===== config.mk =====
export PLATFORM = sky130hd
export DESIGN_NAME = uart_receiver
export DESIGN_NICKNAME = d
export VERILOG_FILES = /design/src/rtl/uart_receiver.sv
export SDC_FILE = /design/constraint.sdc
export NUM_CORES = 1
export LEC_CHECK = 0
export CAP_MARGIN = 20
export CORE_AREA = 8 8 153 155
export CTS_BUF_LIST = sky130_fd_sc_hd__clkbuf_2 sky130_fd_sc_hd__clkbuf_4 sky130_fd_sc_hd__clkbuf_8
export DETAILED_ROUTE_END_ITERATION = 8
export DIE_AREA = 0 0 161 163
export PLACE_DENSITY = 0.57
export SYNTH_ARGS = -nofsm -noshare
export SYNTH_HDL_FRONTEND = slang
export SYNTH_SLANG_ARGS = --single-unit

===== constraint.sdc =====
create_clock -name CLK -period 6.5 [get_ports CLK]
set_clock_uncertainty 0.2 [all_clocks]
set_input_delay 0.975 -clock CLK [delete_from_list [all_inputs] [get_ports CLK]]
set_output_delay 0.975 -clock CLK [all_outputs]
set_load 0.05 [all_outputs]

===== src/rtl/uart_receiver.sv =====
// rtl/uart_receiver.sv - 8N1 LSB-first serial receiver with a first-word-fall-through byte FIFO
module uart_receiver #(
    parameter int CLKS_PER_BIT = 868,
    parameter int DEPTH        = 16
) (
    input  logic                     CLK,
    input  logic                     RST,
    input  logic                     RXD,
    input  logic                     RE,
    output logic [7:0]               DOUT,
    output logic                     EMPTY,
    output logic                     FULL,
    output logic [$clog2(DEPTH):0]   COUNT,
    output logic                     FERR,
    output logic                     OVERRUN
);

    localparam int HALF = CLKS_PER_BIT / 2;
    localparam int SCW  = $clog2(CLKS_PER_BIT);
    localparam int AW   = $clog2(DEPTH);
    localparam int CW   = AW + 1;

    localparam logic [SCW-1:0] SC_HALF = SCW'(HALF - 1);
    localparam logic [SCW-1:0] SC_LAST = SCW'(CLKS_PER_BIT - 1);

    typedef enum logic [2:0] {
        IDLE,
        START,
        DATA,
        STOP,
        BREAK
    } state_t;

    state_t         state, state_n;
    logic           rx_meta, rxs;
    logic [SCW-1:0] sc, sc_n;
    logic [2:0]     bit_idx, bit_idx_n;
    logic [7:0]     shreg, shreg_n;
    logic           push_req;
    logic           ferr_set;

    logic [7:0]     mem [DEPTH];
    logic [AW-1:0]  wptr, rptr;
    logic [CW-1:0]  count_n;
    logic           pop, push_ok, ovr_set;

    always_ff @(posedge CLK or posedge RST) begin
        if (RST) begin
            rx_meta <= 1'b1;
            rxs     <= 1'b1;
        end else begin
            rx_meta <= RXD;
            rxs     <= rx_meta;
        end
    end

    always_ff @(posedge CLK or posedge RST) begin
        if (RST) begin
            state   <= IDLE;
            sc      <= '0;
            bit_idx <= '0;
            shreg   <= '0;
        end else begin
            state   <= state_n;
            sc      <= sc_n;
            bit_idx <= bit_idx_n;
            shreg   <= shreg_n;
        end
    end

    always_comb begin
        state_n   = state;
        sc_n      = sc + SCW'(1);
        bit_idx_n = bit_idx;
        shreg_n   = shreg;
        push_req  = 1'b0;
        ferr_set  = 1'b0;
        case (state)
            IDLE: begin
                sc_n = '0;
                if (!rxs) state_n = START;
            end
            START: begin
                // Mid-start-bit check rejects glitches shorter than half a bit
                if (sc == SC_HALF) begin
                    sc_n = '0;
                    if (rxs) begin
                        state_n = IDLE;
                    end else begin
                        state_n   = DATA;
                        bit_idx_n = '0;
                    end
                end
            end
            DATA: begin
                if (sc == SC_LAST) begin
                    sc_n             = '0;
                    shreg_n[bit_idx] = rxs;
                    bit_idx_n        = bit_idx + 3'd1;
                    if (bit_idx == 3'd7) state_n = STOP;
                end
            end
            STOP: begin
                if (sc == SC_LAST) begin
                    sc_n = '0;
                    if (rxs) begin
                        push_req = 1'b1;
                        state_n  = IDLE;
                    end else begin
                        ferr_set = 1'b1;
                        state_n  = BREAK;
                    end
                end
            end
            BREAK: begin
                sc_n = '0;
                if (rxs) state_n = IDLE;
            end
            default: state_n = IDLE;
        endcase
    end

    // A pop in the same cycle frees the slot the push needs
    assign pop     = RE && !EMPTY;
    assign push_ok = push_req && (!FULL || pop);
    assign ovr_set = push_req && FULL && !pop;

    always_comb begin
        count_n = COUNT;
        if (push_ok && !pop)      count_n = COUNT + CW'(1);
        else if (pop && !push_ok) count_n = COUNT - CW'(1);
    end

    always_ff @(posedge CLK) begin
        if (push_ok) mem[wptr] <= shreg;
    end

    always_ff @(posedge CLK or posedge RST) begin
        if (RST) begin
            wptr    <= '0;
            rptr    <= '0;
            COUNT   <= '0;
            EMPTY   <= 1'b1;
            FULL    <= 1'b0;
            FERR    <= 1'b0;
            OVERRUN <= 1'b0;
        end else begin
            if (push_ok) wptr <= wptr + AW'(1);
            if (pop)     rptr <= rptr + AW'(1);
            COUNT   <= count_n;
            EMPTY   <= (count_n == '0);
            FULL    <= (count_n == CW'(DEPTH));
            FERR    <= ferr_set;
            OVERRUN <= ovr_set;
        end
    end

    assign DOUT = EMPTY ? 8'h00 : mem[rptr];

endmodule


==> out/qor.tcl <==
set qor(worst_ir_drop_on_vdd_v) 0.000132
set qor(post_route_cells_drive_above_1_share_pct) 22.9
set qor(asyncSetResetFlopFracSynth_pct) 25.1
set qor(replace_congestion) 0.723
set qor(synth-seq-cells) 171
set qor(globalRouteMet3Util_pct) 2.81
set qor(max_cap_viol_count) 0
set qor(cts_max_level) 4
set qor(ys.warnings.count) 0
set qor(post_detailed_placement_cell_area_um2) 7680
set qor(dr_total_vias) 3583
set qor(grt_start_max_net_pins) 44
set qor(worst_margin_pin_slew_ns) 0.990
set qor(p_leak_uw) 0.00304
set qor(antenna_left) 0
set qor(worst_hold_path_type) {reg2reg}
set qor(internal_power_uw) 1690
set qor(power.combinational.fraction_pct) 17.2
set qor(cts.path.max_buffers) 2
set qor(die_area_um2) 26200
set qor(synthFlopType) {edfxtp_1}
set qor(gr-max-usage-layer) {met2}
set qor(post_drt_wl_per_cell_um) 18.4
set qor(nNetsFinal) 451
set qor(post_cts_hold_buffer_count) 0
set qor(synth.top_cell.area_share_pct) 53.4
set qor(path_max_fanout) 23
set qor(layout.cell_area.non_filler_um2) 8070
set qor(power-per-cell-area_nw_per_um2) 300
set qor(ys_top_cells_by_area) {edfxtp_1 (53%), dfrtp_1 (14%), mux4_2 (13%)}
set qor(critical_path.startpoint_type) {register}
set qor(io_pins) 21
set qor(start_util_pct) 34.6
set qor(synthesis.area_per_instance_um2) 17.3
set qor(first_iter_violations) 230
set qor(synth-edff-count) 128
set qor(netlist_top_cells_count) {edfxtp_1 (128), dfrtp_1 (40), mux4_2 (40), nor2_1 (27), clkbuf_1 (17)}
set qor(post-cts-setup-buffer-count) 0
set qor(layout-area-overhead-vs-synth_pct) 12.1
set qor(cts_buffers) 17
set qor(antennaDiodeCount) 0
set qor(critPathCaptureType) {output pin}
set qor(synth_most_common_cell) {edfxtp_1}
set qor(finalHoldWorstSlack_ns) 0.161
set qor(critPathArrivalTime_ns) 3.52
set qor(clk-insertion-delay-late_ns) 0.45
set qor(finalCritPeriodShare_pct) 72.2
set qor(tns_ns) 0
set qor(clock_sink_count) 171
set qor(rsz0062_at_grt) {no}
set qor(mappedNetlistNets) 431
set qor(cp_data_required_time_ns) 5.32
set qor(drt_wl_total_mm) 13.4
set qor(use_met2_pct) 18.1
set qor(rows) 53
set qor(gr-usage-met1_pct) 13.5
set qor(chipHeight_um) 163
set qor(power.net_switching_uw) 732
set qor(run_status) {finished clean}
set qor(floorplan_core_area_um2) 20800
set qor(setup_viol) 0
set qor(port_buffers) 20
set qor(global_route_wire_length_before_repair_mm) 21.9
set qor(path_type_of_the_worst_setup_path) {reg2out}
set qor(number_of_antenna_violations_at_the_first_check_in_global_routing) 0
set qor(synth_seq_area_share_pct) 68.4
set qor(post_synth_instance_area_um2) 7200
set qor(clkPwrFrac_pct) 29.7
set qor(drv_slew) 0
set qor(number_of_global_route_vias_before_repair) 3800
set qor(max_freq_mhz) 213
set qor(clk_transition_reported_paths_ns) 0.09
set qor(synthDistinctLibCells) 50
set qor(ctsResizeCount) 0
set qor(place_hpwl_mm) 8.91
set qor(drt_first_pass_iters) 4
set qor(cell_taking_the_most_area_after_synthesis) {edfxtp_1}
set qor(design_power_total_uw) 2420
set qor(routed_via_density) 4.95
set qor(sequential_fraction_of_design_power_pct) 53.1
set qor(globalRoute.totalOverflow) 0
set qor(global_route.usage.total_pct) 10.9
set qor(report.final.hold_viol_count) 0
set qor(drcViolationCount) 0
set qor(synth_cells) 416
set qor(cts-root-buf) {clkbuf_8}
set qor(power_switching_share_pct) 30.2
set qor(relSlewSlack_pct) 33.8
set qor(cts_tree) {done}
set qor(final_critical_delay_including_setup_and_external_delays_ns) 4.69
set qor(floorplan.die.width_um) 161
## cell type report
class | instances | area (µm²)
clock inverter | 15 | 153
timing repair buffer | 26 | 245
sequential | 171 | 4920
tap | 275 | 344
clock buffer | 17 | 234
multi-input combinational | 210 | 2130
fill | 1929 | 12800
inverter | 10 | 37.5
## path summary, 6_finish.rpt
path                       startpoint    endpoint  slack, ns  depth (start not counted)
max reg2reg                     sc[4]  mem[13][3]       2.95                          5
min                           rx_meta         rxs       0.16                          0
min reg2reg                   rx_meta         rxs       0.16                          0
min in group asynchronous         RST    COUNT[1]       0.85                          2
max in group asynchronous         RST     rptr[0]       4.60                          2
max                           rptr[0]     DOUT[0]       1.81                          5
## worst max-delay path, stage by stage (launching register included)
cell and delay [ns]:
dfrtp_2 0.66, buf_4 0.49, mux4_2 0.57, mux4_2 0.48, nor2b_1 0.15, clkdlybuf4s50_1 0.70
## cell usage in the layout, fill, tap and decap left out, types with 11 or more instances in the layout
master / instances
xnor2_1: 14
mux4_2: 40
dfrtp_1: 39
clkbuf_8: 17
edfxtp_1: 128
nor2b_1: 11
clkdlybuf4s50_1: 20
nor2_1: 27
ha_1: 11
nand2_1: 13
## stage by stage
stage / util, % / cells / setup WS [ns]
floorplan: - / 416 / 3.09
global placement: 36.9 / 692 / 2.24
detailed placement: 36.9 / 692 / 2.21
CTS: 38.8 / 724 / 1.69
global route: 38.8 / 724 / 1.59
finish: 38.8 / 724 / 1.81
## logic make-up (layout without fill, tap and decap cells)
family | after synthesis | after routing | share of synthesized area [%]
adder cells (fa/ha/maj) | 11 | 11 | 1.91
XOR/XNOR | 19 | 19 | 2.42
AO/OA/AOI/OAI | 16 | 16 | 1.62
buffers and inverters | 35 | 68 | 2.07
AND/OR/NAND/NOR | 111 | 111 | 9.11
multiplexers | 53 | 53 | 14.5
flip-flops | 171 | 171 | 68.4
## sequential cells by signal (all words and copies together) (netlist names)
signal / flops
OVERRUN: 1
FERR: 1
state: 3
wptr: 4
COUNT: 5
FULL: 1
rptr: 4
rx_meta: 1
shreg: 8
EMPTY: 1
sc: 10
bit_idx: 3
mem: 128
rxs: 1
## routing by layer
layer	wire, µm	share of wire, %	vias up
li1	-	-	1641
met4	206	1.5	0
met2	6740	50	53
met1	6010	45	1873
met3	402	3.0	16
met5	0	0	-
## power by group through the flow
stage               registers (µW)  clock network, µW  logic, µW
global route                  1300                782        446
CTS                           1290                743        425
finish                        1290                721        416
floorplan                     1310                  0        309
global placement              1310                  0        421
detailed placement            1320                  0        425
No activity file was read; power rests on OpenSTA's default activity.
